File: config.mk
export PLATFORM = sky130hd
export DESIGN_NAME = img_writer
export DESIGN_NICKNAME = d
export VERILOG_FILES = /design/src/rtl/img_pkg.sv /design/src/rtl/img_addr_counter.sv /design/src/rtl/img_writer.sv
export SDC_FILE = /design/constraint.sdc
export NUM_CORES = 1
export LEC_CHECK = 0
export ABC_AREA = 1
export CAP_MARGIN = 20
export CORE_MARGIN = 1
export CORE_UTILIZATION = 50
export DETAILED_ROUTE_END_ITERATION = 10
export GPL_TIMING_DRIVEN = 0
export PLACE_DENSITY = 0.78
export SLEW_MARGIN = 20
export SYNTH_ARGS = -nofsm -noshare
export SYNTH_HDL_FRONTEND = slang
export SYNTH_SLANG_ARGS = --single-unit
File: constraint.sdc
create_clock -name clk -period 3.1 [get_ports clk]
set_input_delay 0.62 -clock clk [delete_from_list [all_inputs] [get_ports clk]]
set_output_delay 0.62 -clock clk [all_outputs]
set_load 0.05 [all_outputs]
File: src/rtl/img_pkg.sv
// Shared definitions for the frame-buffer writer and reader.
//   state_t       : writer control states (IDLE, WAIT_SOF, WRITE)
//   DEF_*         : default image geometry and pixel packing, kept in one
//                   place so writer and reader agree on the frame layout.
package img_pkg;

    typedef enum logic [1:0] {
        IDLE     = 2'd0,
        WAIT_SOF = 2'd1,
        WRITE    = 2'd2
    } state_t;

    localparam int DEF_RGB_WIDTH  = 24;
    localparam int DEF_DATA_WIDTH = 8;
    localparam int DEF_IMG_WIDTH  = 170;
    localparam int DEF_IMG_HEIGHT = 240;

endpackage

File: src/rtl/img_addr_counter.sv
// Raster position counter: x/y plus a running linear index (y*IMG_WIDTH + x)
// kept without a multiplier.
// Ports:
//   clk, reset : clock, synchronous active-high reset (counters to 0)
//   clear      : restart the raster at position 0 this cycle
//   inc        : advance one pixel; combined with clear the counter lands on
//                position 1 (pixel 0 consumed in the same cycle)
//   index      : current linear position
//   last       : current position is the final pixel of the frame
module img_addr_counter
    import img_pkg::*;
#(
    parameter int IMG_WIDTH  = DEF_IMG_WIDTH,
    parameter int IMG_HEIGHT = DEF_IMG_HEIGHT,
    parameter int ADDR_WIDTH = $clog2(IMG_WIDTH * IMG_HEIGHT)
) (
    input  logic                  clk,
    input  logic                  reset,
    input  logic                  clear,
    input  logic                  inc,
    output logic [ADDR_WIDTH-1:0] index,
    output logic                  last
);

    localparam int X_WIDTH = $clog2(IMG_WIDTH);
    localparam int Y_WIDTH = $clog2(IMG_HEIGHT);
    localparam logic [X_WIDTH-1:0]    X_MAX   = X_WIDTH'(IMG_WIDTH - 1);
    localparam logic [Y_WIDTH-1:0]    Y_MAX   = Y_WIDTH'(IMG_HEIGHT - 1);
    localparam logic [ADDR_WIDTH-1:0] IDX_MAX = ADDR_WIDTH'(IMG_WIDTH * IMG_HEIGHT - 1);

    logic [X_WIDTH-1:0]    x, x_base, x_next;
    logic [Y_WIDTH-1:0]    y, y_base, y_next;
    logic [ADDR_WIDTH-1:0] idx_base, idx_next;

    always_comb begin
        x_base   = clear ? '0 : x;
        y_base   = clear ? '0 : y;
        idx_base = clear ? '0 : index;
        x_next   = x_base;
        y_next   = y_base;
        idx_next = idx_base;
        if (inc) begin
            if (x_base == X_MAX) begin
                x_next = '0;
                y_next = (y_base == Y_MAX) ? '0 : y_base + 1'b1;
            end else begin
                x_next = x_base + 1'b1;
            end
            // Wraps together with x/y so the index can never leave the frame.
            idx_next = (idx_base == IDX_MAX) ? '0 : idx_base + 1'b1;
        end
    end

    always_ff @(posedge clk) begin
        if (reset) begin
            x     <= '0;
            y     <= '0;
            index <= '0;
        end else begin
            x     <= x_next;
            y     <= y_next;
            index <= idx_next;
        end
    end

    assign last = (x == X_MAX) && (y == Y_MAX);

endmodule

File: src/rtl/img_writer.sv
// Frame-buffer writer: arms on start_write, waits for i_sof, then writes one
// IMG_WIDTH x IMG_HEIGHT frame of the i_de-qualified RGB stream into the
// frame buffer write port.
// Ports:
//   clk, reset          : clock, synchronous active-high reset
//   start_write         : arm request, honoured only when idle
//   i_sof, i_de         : start-of-frame marker, pixel valid
//   i_r, i_g, i_b       : pixel channels
//   addr, we, wdata     : registered buffer write port (1-cycle latency)
//   busy                : waiting for sof or writing
//   done                : pulse with the final write of a frame
//   frame_err           : pulse when sof restarts a partially written frame
module img_writer
    import img_pkg::*;
#(
    parameter int RGB_WIDTH  = DEF_RGB_WIDTH,
    parameter int DATA_WIDTH = DEF_DATA_WIDTH,
    parameter int IMG_WIDTH  = DEF_IMG_WIDTH,
    parameter int IMG_HEIGHT = DEF_IMG_HEIGHT,
    parameter int ADDR_WIDTH = $clog2(IMG_WIDTH * IMG_HEIGHT)
) (
    input  logic                  clk,
    input  logic                  reset,
    input  logic                  start_write,
    input  logic                  i_sof,
    input  logic                  i_de,
    input  logic [DATA_WIDTH-1:0] i_r,
    input  logic [DATA_WIDTH-1:0] i_g,
    input  logic [DATA_WIDTH-1:0] i_b,
    output logic [ADDR_WIDTH-1:0] addr,
    output logic                  we,
    output logic [RGB_WIDTH-1:0]  wdata,
    output logic                  busy,
    output logic                  done,
    output logic                  frame_err
);

    state_t                state, state_next;
    logic                  cnt_clear, cnt_inc, cnt_last;
    logic [ADDR_WIDTH-1:0] cnt_index, wr_addr;
    logic                  wr_en, done_set, err_set;

    img_addr_counter #(
        .IMG_WIDTH (IMG_WIDTH),
        .IMG_HEIGHT(IMG_HEIGHT),
        .ADDR_WIDTH(ADDR_WIDTH)
    ) u_counter (
        .clk  (clk),
        .reset(reset),
        .clear(cnt_clear),
        .inc  (cnt_inc),
        .index(cnt_index),
        .last (cnt_last)
    );

    always_comb begin
        state_next = state;
        cnt_clear  = 1'b0;
        cnt_inc    = 1'b0;
        wr_en      = 1'b0;
        done_set   = 1'b0;
        err_set    = 1'b0;
        case (state)
            IDLE: begin
                if (start_write) state_next = WAIT_SOF;
            end
            WAIT_SOF: begin
                if (i_sof) begin
                    state_next = WRITE;
                    cnt_clear  = 1'b1;
                    wr_en      = i_de;
                    cnt_inc    = i_de;
                end
            end
            WRITE: begin
                if (i_sof) begin
                    // Restart wins over a coincident last pixel; a repeated
                    // sof before any pixel was written is not an error.
                    cnt_clear = 1'b1;
                    err_set   = (cnt_index != '0);
                    wr_en     = i_de;
                    cnt_inc   = i_de;
                end else if (i_de) begin
                    wr_en   = 1'b1;
                    cnt_inc = 1'b1;
                    if (cnt_last) begin
                        // Counter wraps to 0 on its own with this increment.
                        done_set   = 1'b1;
                        state_next = IDLE;
                    end
                end
            end
            default: state_next = IDLE;
        endcase
    end

    assign wr_addr = cnt_clear ? '0 : cnt_index;

    // Output register stage
    always_ff @(posedge clk) begin
        if (reset) begin
            state     <= IDLE;
            we        <= 1'b0;
            addr      <= '0;
            wdata     <= '0;
            busy      <= 1'b0;
            done      <= 1'b0;
            frame_err <= 1'b0;
        end else begin
            state     <= state_next;
            we        <= wr_en;
            busy      <= (state_next != IDLE);
            done      <= done_set;
            frame_err <= err_set;
            if (wr_en) begin
                addr  <= wr_addr;
                wdata <= {i_r, i_g, i_b};
            end
        end
    end

endmodule

* Word level (Yosys, flattened, before mapping)
Index checks and enable logic that the tools add are counted.
** Storage, ports and cells
- Output and inout bits :: 44
- Register bits after elaboration :: 78
** Cells by class
- Eq/ne operators :: 7
- Multiplexer cells :: 23
- Reductions and logical operators :: 7
- Bitwise logic cells :: 3
- Add/sub/neg operators :: 3
** Operators with widths (number)
- 8-bit two-way mux :: 7
- 16-bit two-way mux :: 3
- 8-bit equality test, second input constant :: 4
- 16-bit by 1-bit adder with 16-bit output, second input constant :: 1
- 8-bit by 1-bit adder with 8-bit output, second input constant :: 2
- 16-bit equality test, second input constant :: 1
- 16-bit nonzero test :: 1
- 2-bit two-way mux :: 5
- 1-bit two-way mux :: 6
- 2-bit one-hot mux with 3 select lines :: 1
- 4-bit OR reduction :: 1
- 1-bit inverter :: 3
- 3-bit OR reduction :: 1
- 2-bit by 1-bit equality test with 1-bit output, second input constant :: 1
- 2-bit equality test, second input constant :: 1
- 2-bit logical NOT :: 1
- 1-bit one-hot mux with 2 select lines :: 1
- 2-bit nonzero test :: 1
- 2-bit OR reduction :: 1
- 1-bit logical AND :: 1

* Depth between registers and ports, before layout
Gate-level depths: netlist (run 1).
- Depth after elaboration :: 8
- Mapped depth :: 15
- Mapped depth without buffers :: 14

* Modules after synthesis
Synthesis (run 1) repeated with hierarchy kept, for this count alone.
** Unflattened totals
- Cells, all modules :: 555
- Area total of the unflattened synthesis :: 3854.9 um^2
** Modules (own cells, without submodules)
- img_writer :: instances 1, sequential area each 920.9 um^2, area an instance 1958.1 um^2, cells an instance 265
- img_addr_counter :: instances 1, sequential area each 640.6 um^2, area an instance 1896.8 um^2, cells an instance 290

* Least setup slack after synthesis (run 1)
Ideal clock, no wire load.
- Kind :: register to register
- Start :: register state[0]
- End :: register u_counter.y[3]
- Clock period less this slack :: 2.298 ns
- Library setup time :: 0.110 ns
- Data arrival time :: 2.188 ns
- Stages on the path, launching flop included :: 15
- Buffers on the path :: 1
- Setup slack :: 0.802 ns
- Required time :: 2.990 ns
- Cell sequence :: dfxtp_1 -> inv_1 -> ha_1 -> nand2_1 -> buf_4 -> inv_2 -> nor2_1 -> ha_1 -> nand2_1 -> nor3_2 -> nand2_1 -> inv_1 -> o21ai_0 -> nand3_1 -> inv_1
** On the way
- Cells in the longest elaborated chain, start to end :: 8
- Elaborated cells between the ends (all ways) :: 13
** RTL lines
- start: declaration :: line img_writer.sv:38 : state_t state, state_next;
- start signal: assignment :: line img_writer.sv:110 : state <= state_next;
- 2-bit equality test or 2-bit by 1-bit equality test with 1-bit output (tied branches) :: line img_writer.sv:63 : case (state)
- 2-bit OR reduction (no line)
- 1-bit two-way mux
- 8-bit two-way mux :: line img_addr_counter.sv:37 : y_base = clear ? '0 : y;
- 8-bit by 1-bit adder with 8-bit output or 8-bit equality test (tied branches) :: line img_addr_counter.sv:45 : y_next = (y_base == Y_MAX) ? '0 : y_base + 1'b1;
- 8-bit two-way mux :: line img_addr_counter.sv:45
- 8-bit two-way mux :: line img_addr_counter.sv:43 : if (x_base == X_MAX) begin
- 8-bit two-way mux * :: line img_addr_counter.sv:42 : if (inc) begin
- end signal: assignment :: line img_addr_counter.sv:61 : y <= y_next;
- end: declaration :: line img_addr_counter.sv:32 : logic [Y_WIDTH-1:0] y, y_base, y_next;
Every way passes the cells marked *; elsewhere a longest branch is shown, timed or not.
A chain may end at the register's enable or synchronous reset.

* Worst setup path in the final report (run 1)
- Start :: register state[0]
- End :: register u_counter.y[0]
The elaborated chain is that of the path after synthesis.

==> impl_metrics.json, run 1 <==
{
  "status": "finished, final reports clean",
  "grt_pass1_vias": 3603,
  "cp_slowest_cell": "dfxtp_1",
  "insertion_delay_ns": 0.36,
  "whs_path_depth": 2,
  "hold_viol": 0,
  "totalWireLength_um": 9657,
  "synth-seq-cells": 78,
  "core_mm2": 0.006869,
  "die_w_um": 87.00,
  "drv_cap": 0,
  "synth_fp_nets": 575,
  "final_max_slew_viol_count": 0,
  "fin_area_mm2": 0.004663,
  "die_h_um": 87.00,
  "power_density_mw_per_mm2": 436.9,
  "wl_per_cell_um": 13.38,
  "rr_endpoint": "u_counter.y[0]$_SDFF_PP0_",
  "dpl.hpwl_um": 7039,
  "grt_setup_unrepaired": "no",
  "crit_path_cell_trace": "inv_1 > ha_1 > nand2_1 > buf_4 > inv_2 > nor2_1 > ha_1 > nand2_1 > nor3_4 > nand2_1 > nand2_1 > o21ai_0",
  "rows": 30,
  "cp.arrival_ns": 2.97,
  "clock_sinks": 78,
  "crit_family": "simple AND/OR/NAND/NOR gates",
  "initial_core_util_pct": 52.59,
  "grt.total_usage_pct": 28.04,
  "cts_tree": "built",
  "power_frac_comb_pct": 10.5,
  "drive_gt1_share_pct": 4.473,
  "dieArea_mm2": 0.007568,
  "drcViolationCount": 0,
  "synth_simple_gate_area_share_pct": 33.36,
  "n_antenna_cell": 0,
  "cts-root-buf": "clkbuf_8",
  "tns_ns": 0,
  "place_area_mm2": 0.004453,
  "setup_viol": 0,
  "period_share_pct": 88.29,
  "syn_area_mm2": 0.003612,
  "cts_buffers": 9,
  "power_leakage_nw": 1.852,
  "vias_per_cell": 5.097,
  "ys_types": 25,
  "vias": 3680,
  "critPathBufInv": 3,
  "worstSetupEndpointType": "flip-flop",
  "tightest_slew_ns": 0.6575,
  "firstDrtPassIters": 5,
  "avgSynthCellArea_um2": 6.714,
  "ff2ff_path_depth": 12,
  "p_seq_share_pct": 50.3,
  "clk_path_buf_depth": 2,
  "final_cells": 722,
  "grt_start_max_net_pins": 16,
  "max-slew-margin-rel_pct": 56.17,
  "grt_overflow_total": 0,
  "hold_path.class": "flip-flop to flip-flop",
  "numPortBuffers": 72,
  "critPathKind": "flip-flop to flip-flop",
  "cpPeakStageDelay_ns": 0.37,
  "required_ns": 3.33,
  "max_clock_freq_ghz": 0.3654,
  "synth_compound_area_share_pct": 10.53,
  "clkTransAtPathRegs_ns": 0.09,
  "ir_drop_v": 0.0003441,
  "io_pins": 73,
  "ant_nets": 0,
  "areaGrowthSynthToFinish_pct": 29.10,
  "min_period_ns": 2.737,
  "critPathMostFrequentCell": "nand2_1",
  "drtIter0Drc": 264,
  "timing.rr.start": "state[0]$_SDFF_PP0_",
  "synth_fa_ha_area_share_pct": 2.771,
  "p_clk_share_pct": 39.2,
  "globalplace.congestion": 0.9187,
  "syn_inst": 538,
  "synth_mux_area_share_pct": 0,
  "synthXorXnorAreaFrac_pct": 1.212,
  "power.total_w": 0.002037,
  "holdPathEnd": "addr[9]$_SDFFE_PP0P_",
  "rrSetupSlack_ns": 0.36,
  "grt_pass1_wl_um": 16500,
  "hold_start": "addr[9]$_SDFFE_PP0P_",
  "switching_share_pct": 27.37,
  "critical_path.max_fanout": 10,
  "grt_antenna_before_repair": 0,
  "htree_levels": 3,
  "ys_seq_area_share_pct": 43.23,
  "synth_top_family_by_area": "simple AND/OR/NAND/NOR gates",
  "skew_ns": 0.008055,
  "dp_cells": 706,
  "crit_path_start_kind": "flip-flop",
  "power.switching_w": 0.0005576,
  "p_int_w": 0.001480,
  "yosys_warnings": 0,
  "final_nets": 658
}
metrics by stage:
stage / utilization (%) / hold slack [ns] / setup WS (ns)
finish: 67.89 / 0.4712 / 0.3631
global route: 67.89 / 0.4896 / 0.1307
CTS: 67.80 / 0.4737 / 0.2875
detailed placement: 64.83 / 0.4542 / -0.01990
global placement: 64.83 / 0.4512 / 0.04022
floorplan: - / 0.4678 / 0.8020
power groups by stage:
stage	clock network (W)	logic (W)	registers, W
after floorplan	0	0.0000781	0.00109
after global placement	0	0.000210	0.00105
after detailed placement	0	0.000213	0.00105
after CTS	0.000807	0.000214	0.00102
after global routing	0.000848	0.000233	0.00103
final	0.000799	0.000214	0.00102
worst register-to-register path: cells and delay by family (launching register included):
kind / cells / cell delay [ns]
flip-flops: 1 / 0.37
AO/OA/AOI/OAI: 1 / 0.11
adder cells (fa/ha/maj): 2 / 0.52
buffers and inverters: 3 / 0.39
AND/OR/NAND/NOR: 6 / 1.24
how the worst max path moves through the flow:
stage | startpoint | endpoint | slack [ns] | cells after the start
final | state[0]$_SDFF_PP0_ | u_counter.y[0]$_SDFF_PP0_ | 0.36 | 12
after detailed placement | i_sof | u_counter.y[0]$_SDFF_PP0_ | -0.02 | 11
after global routing | state[0]$_SDFF_PP0_ | u_counter.y[0]$_SDFF_PP0_ | 0.13 | 12
after floorplan | state[0]$_SDFF_PP0_ | u_counter.y[3]$_SDFF_PP0_ | 0.80 | 14
after CTS | state[0]$_SDFF_PP0_ | u_counter.y[0]$_SDFF_PP0_ | 0.29 | 12
after global placement | i_sof | u_counter.y[0]$_SDFF_PP0_ | 0.04 | 11
Yosys cell counts:
library cell | instances | area [µm²]
dfxtp_1 | 78 | 1562
inv_2 | 2 | 7.510
nand2_1 | 115 | 431.7
nor3b_1 | 1 | 7.510
ha_1 | 8 | 100.1
inv_1 | 60 | 225.2
clkbuf_1 | 14 | 52.55
a31oi_1 | 2 | 12.51
nand3_1 | 31 | 155.2
o31ai_1 | 1 | 7.510
nor3_1 | 9 | 45.04
nor3_2 | 1 | 10.01
o21ai_4 | 1 | 16.27
a21oi_1 | 30 | 150.1
nand3b_1 | 1 | 7.510
nand4_1 | 13 | 81.33
a2bb2oi_1 | 1 | 8.760
buf_4 | 1 | 7.510
nor4_1 | 3 | 18.77
buf_1 | 1 | 3.750
buf_2 | 5 | 25.02
nor2_2 | 2 | 12.51
o21ai_0 | 37 | 185.2
xor2_1 | 5 | 43.79
nor2_1 | 116 | 435.4
routing by layer:
| metal | vias up | part of all wire [%] | track usage (%) |
|---|---|---|---|
| met5 | - | 0 | 0 |
| met4 | 0 | 2.7 | 12.88 |
| met3 | 21 | 8.9 | 9.194 |
| met2 | 142 | 42 | 43.45 |
| met1 | 1644 | 46 | 35.40 |
| li1 | 1873 | - | - |
state kept, by name (all words and copies together) (netlist names):
| signal | count |
|---|---|
| wdata | 24 |
| addr | 16 |
| busy | 1 |
| state | 2 |
| u_counter.index | 16 |
| done | 1 |
| u_counter.x | 8 |
| frame_err | 1 |
| u_counter.y | 8 |
| we | 1 |
cell type report:
class | count | area (µm²)
fill | 597 | 2206
multi-input combinational | 377 | 1735
sequential | 78 | 1562
timing repair buffer | 72 | 720.7
inverter | 62 | 232.7
clock buffer | 9 | 123.9
tap | 96 | 120.1
buffer | 21 | 88.84
clock inverter | 7 | 80.08
cell families after synthesis:
family,after synthesis
XOR/XNOR,5
adder cells (fa/ha/maj),8
AO/OA/AOI/OAI,72
buffers and inverters,83
flip-flops,78
AND/OR/NAND/NOR,292
cells in the final DEF, fill, tap and decap left out, types with 2 or more instances in the layout:
cell type / netlist / final
a21oi_1: 30 / 30
a31oi_1: 2 / 2
buf_2: 5 / 5
clkbuf_1: 14 / 14
clkbuf_8: 0 / 9
clkdlybuf4s50_1: 0 / 72
dfxtp_1: 78 / 78
ha_1: 8 / 8
inv_1: 60 / 60
inv_2: 2 / 2
inv_6: 0 / 3
nand2_1: 115 / 115
nand3_1: 31 / 31
nand4_1: 13 / 13
nor2_1: 116 / 116
nor2_2: 2 / 2
nor3_1: 9 / 9
nor4_1: 3 / 3
o21ai_0: 37 / 37
xor2_1: 5 / 5
timing repair:
action,4_1_cts,5_1_grt
hold buffers,0,0
gates resized for setup,0,1
setup endpoints to repair,0,1
setup buffers,0,0
No activity file was read; power rests on OpenSTA's default activity.
==> run 2: changes to the inputs <==
- PLACE_DENSITY: 0.78 -> 0.77
- SYNTH_HIERARCHICAL: default -> 1
==> run 2 against run 1 <==
Effect of this change:
- sequential share of layout area down 2.1 points
- final area up 6.8%
- largest power group unchanged
- clock skew up 0.0013 ns
- critical path type unchanged
- setup slack worse by 0.16 ns
- sequential power about the same
==> impl_metrics.json, run 2 <==
{
  "critical_path.max_fanout": 10,
  "min_period_ns": 2.892,
  "final_cell_mix": "nor2_1, nand2_1, dfxtp_1",
  "die_h_um": 89.81,
  "power_density_mw_per_mm2": 429.0,
  "synth_fp_nets": 592,
  "multi_input_area_mm2": 0.001932,
  "core_mm2": 0.007370,
  "cts_tree": "built",
  "final_nets": 677,
  "initial_core_util_pct": 52.31,
  "top_regs": "wdata x24, addr x16, u_counter/index x16",
  "hold_start": "addr[13]$_SDFFE_PP0P_",
  "fin_ws_ns": 0.2078,
  "totalWireLength_um": 9197,
  "pre_cts_slack_ns": -0.4240,
  "syn_inst": 555,
  "cts_buffers": 9,
  "post-synth-top-count-cell": "nor2_1",
  "syn_area_mm2": 0.003855,
  "timing.rr.start": "state[0]$_SDFF_PP0_",
  "n_antenna_cell": 0,
  "async_flop_share_pct": 0,
  "period_share_pct": 93.30,
  "firstDrtPassIters": 4,
  "vias_per_cell": 4.958,
  "grt_setup_unrepaired": "no",
  "place_area_mm2": 0.004700,
  "whs_path_depth": 2,
  "ys_types": 37,
  "dieArea_mm2": 0.008065,
  "grt_pass1_wl_um": 15840,
  "synth-seq-cells": 78,
  "synth_top_area_share_pct": 40.51,
  "status": "finished, final reports clean",
  "final_max_slew_viol_count": 0,
  "ir_drop_v": 0.0002332,
  "vias": 3689,
  "synth_top_cell_by_area": "dfxtp_1",
  "fill_cells": 647,
  "critPathKind": "flip-flop to flip-flop",
  "yosys-top-cells-area": "dfxtp_1, nor2_1, nand2_1",
  "rr_endpoint": "u_counter/y[4]$_SDFF_PP0_",
  "yosys_warnings": 6,
  "ant_nets": 0,
  "rows": 31,
  "yosys-top-cells-count": "nor2_1, nand2_1, dfxtp_1",
  "grt_start_max_net_pins": 17,
  "power_leakage_nw": 2.094,
  "dpl.hpwl_um": 6739,
  "largest_reg_flops": 24,
  "numPortBuffers": 72,
  "io_pins": 73,
  "setup_viol": 0,
  "ys_seq_area_share_pct": 40.51,
  "cp.arrival_ns": 3.15,
  "clock_sinks": 78,
  "max-slew-margin-rel_pct": 64.89,
  "grt_antenna_before_repair": 0,
  "crit_path_start_kind": "flip-flop",
  "synth_top_flop_cell": "dfxtp_1",
  "ff2ff_path_depth": 15,
  "cts-root-buf": "clkbuf_8",
  "tightest_slew_ns": 0.5250,
  "fin_area_mm2": 0.004981,
  "max_clock_freq_ghz": 0.3458,
  "insertion_delay_ns": 0.35,
  "wl_per_cell_um": 12.36,
  "clk_path_buf_depth": 2,
  "globalplace.congestion": 0.8584,
  "hold_path.class": "flip-flop to flip-flop",
  "fin_util_pct": 67.59,
  "grt_pass1_vias": 3470,
  "required_ns": 3.35,
  "avgSynthCellArea_um2": 6.946,
  "hold_viol": 0,
  "drtIter0Drc": 209,
  "die_w_um": 89.81,
  "clkTransAtPathRegs_ns": 0.08,
  "areaGrowthSynthToFinish_pct": 29.21,
  "worstSetupEndpointType": "flip-flop",
  "drive_gt1_share_pct": 10.39,
  "synth_edf_count": 0,
  "layout_commonest_cell": "nor2_1",
  "drv_cap": 0,
  "grt.total_usage_pct": 24.31,
  "drcViolationCount": 0,
  "holdPathEnd": "addr[13]$_SDFFE_PP0P_",
  "layout.area.seq_mm2": 0.001564,
  "rrSetupSlack_ns": 0.21,
  "grt_overflow_total": 0,
  "skew_ns": 0.009380,
  "htree_levels": 3,
  "largest-register": "wdata"
}
run 2: changes by cell type in the layout (fill, tap and decap cells not counted), moves of 4 or more:
cell / previous run / this run
nor2_2: 2 / 7
clkbuf_1: 14 / 3
nor3_2: 0 / 5
nand2_2: 0 / 5
nor2_1: 116 / 129
inv_1: 60 / 66
o21bai_1: 0 / 24
o21ai_0: 37 / 9
buf_6: 0 / 5
nand2_1: 115 / 119
a21oi_1: 30 / 7
nand3_1: 31 / 38
nand4_1: 13 / 7
run 2: cell type report:
class / count / area share, %
plain buffers: 16 / 2.437
multi-input cells: 390 / 38.78
clock buffers: 11 / 2.838
inverters: 71 / 5.576
well taps: 99 / 2.487
repair buffers: 74 / 14.82
clock inverters: 5 / 1.658
flip-flops and latches: 78 / 31.40
run 2: worst max path at each step:
| stage | slack, ns | startpoint | cells past startpoint | end |
|---|---|---|---|---|
| 4_1_cts | 0.02 | state[0]$_SDFF_PP0_ | 17 | u_counter/index[3]$_SDFF_PP0_ |
| 3_3_place_gp | -0.35 | i_sof | 14 | u_counter/y[4]$_SDFF_PP0_ |
| 5_1_grt | 0.003 | state[0]$_SDFF_PP0_ | 15 | u_counter/y[0]$_SDFF_PP0_ |
| 3_5_place_dp | -0.42 | i_sof | 14 | u_counter/y[4]$_SDFF_PP0_ |
| 6_report | 0.21 | state[0]$_SDFF_PP0_ | 15 | u_counter/y[4]$_SDFF_PP0_ |
| 2_1_floorplan | 0.48 | state[0]$_SDFF_PP0_ | 14 | u_counter/y[0]$_SDFF_PP0_ |
run 2: cell families after synthesis:
logic type,after synthesis,synth area share [%]
XOR/XNOR,5,1.136
buffers and inverters,87,10.16
adder cells (fa/ha/maj),8,2.597
AND/OR/NAND/NOR,332,37.84
flip-flops,78,40.51
AO/OA/AOI/OAI,45,7.757
run 2: metrics by stage:
stage,hold WS (ns),power [W],instances,TNS [ns]
6_report,0.4721,0.002137,744,0
3_5_place_dp,0.4619,0.001301,726,-8.342
3_3_place_gp,0.4598,0.001297,726,-6.915
2_1_floorplan,0.5080,0.001207,555,0
5_1_grt,0.4830,0.002229,744,0
4_1_cts,0.4749,0.002145,742,0
run 2: power by group:
group	total, W	internal, W	switching [W]	leakage [nW]
Sequential	0.00103	0.00102	0.00000844	0.630
Clock	0.000848	0.000477	0.000371	0.113
Combinational	0.000262	0.000107	0.000155	1.35
run 2: repair_timing:
action,in CTS,in global routing
pin swaps,0,0
hold buffers,0,0
setup endpoints to repair,12,28
setup buffers,0,2
gates resized for setup,2,11
run 2: critical path, stage by stage, from the launching register on:
cell and delay (ns):
dfxtp_2 0.35, inv_1 0.07, ha_1 0.32, nand2_2 0.10, clkinvlp_4 0.11, clkbuf_4 0.19
buf_6 0.16, clkbuf_2 0.24, nor2_4 0.19, ha_1 0.16, nand3_1 0.10, nand3b_2 0.32
nand2_2 0.26, nand3_1 0.10, nand3_1 0.08, inv_1 0.04
run 2: per-layer routing:
metal	vias to the layer above	GRT usage [%]	share of wire (%)
met5	-	0	0
met4	0	8.880	1.3
met3	13	5.245	5.4
met2	106	39.81	47
met1	1672	31.43	47
li1	1898	-	-
==> run 3: changes to the inputs <==
- PLACE_DENSITY: 0.77 -> 0.78
- SYNTH_HIERARCHICAL: 1 -> default
==> results of run 3 <==
No change in the layout: final DEF, timing and power equal those of run 1.
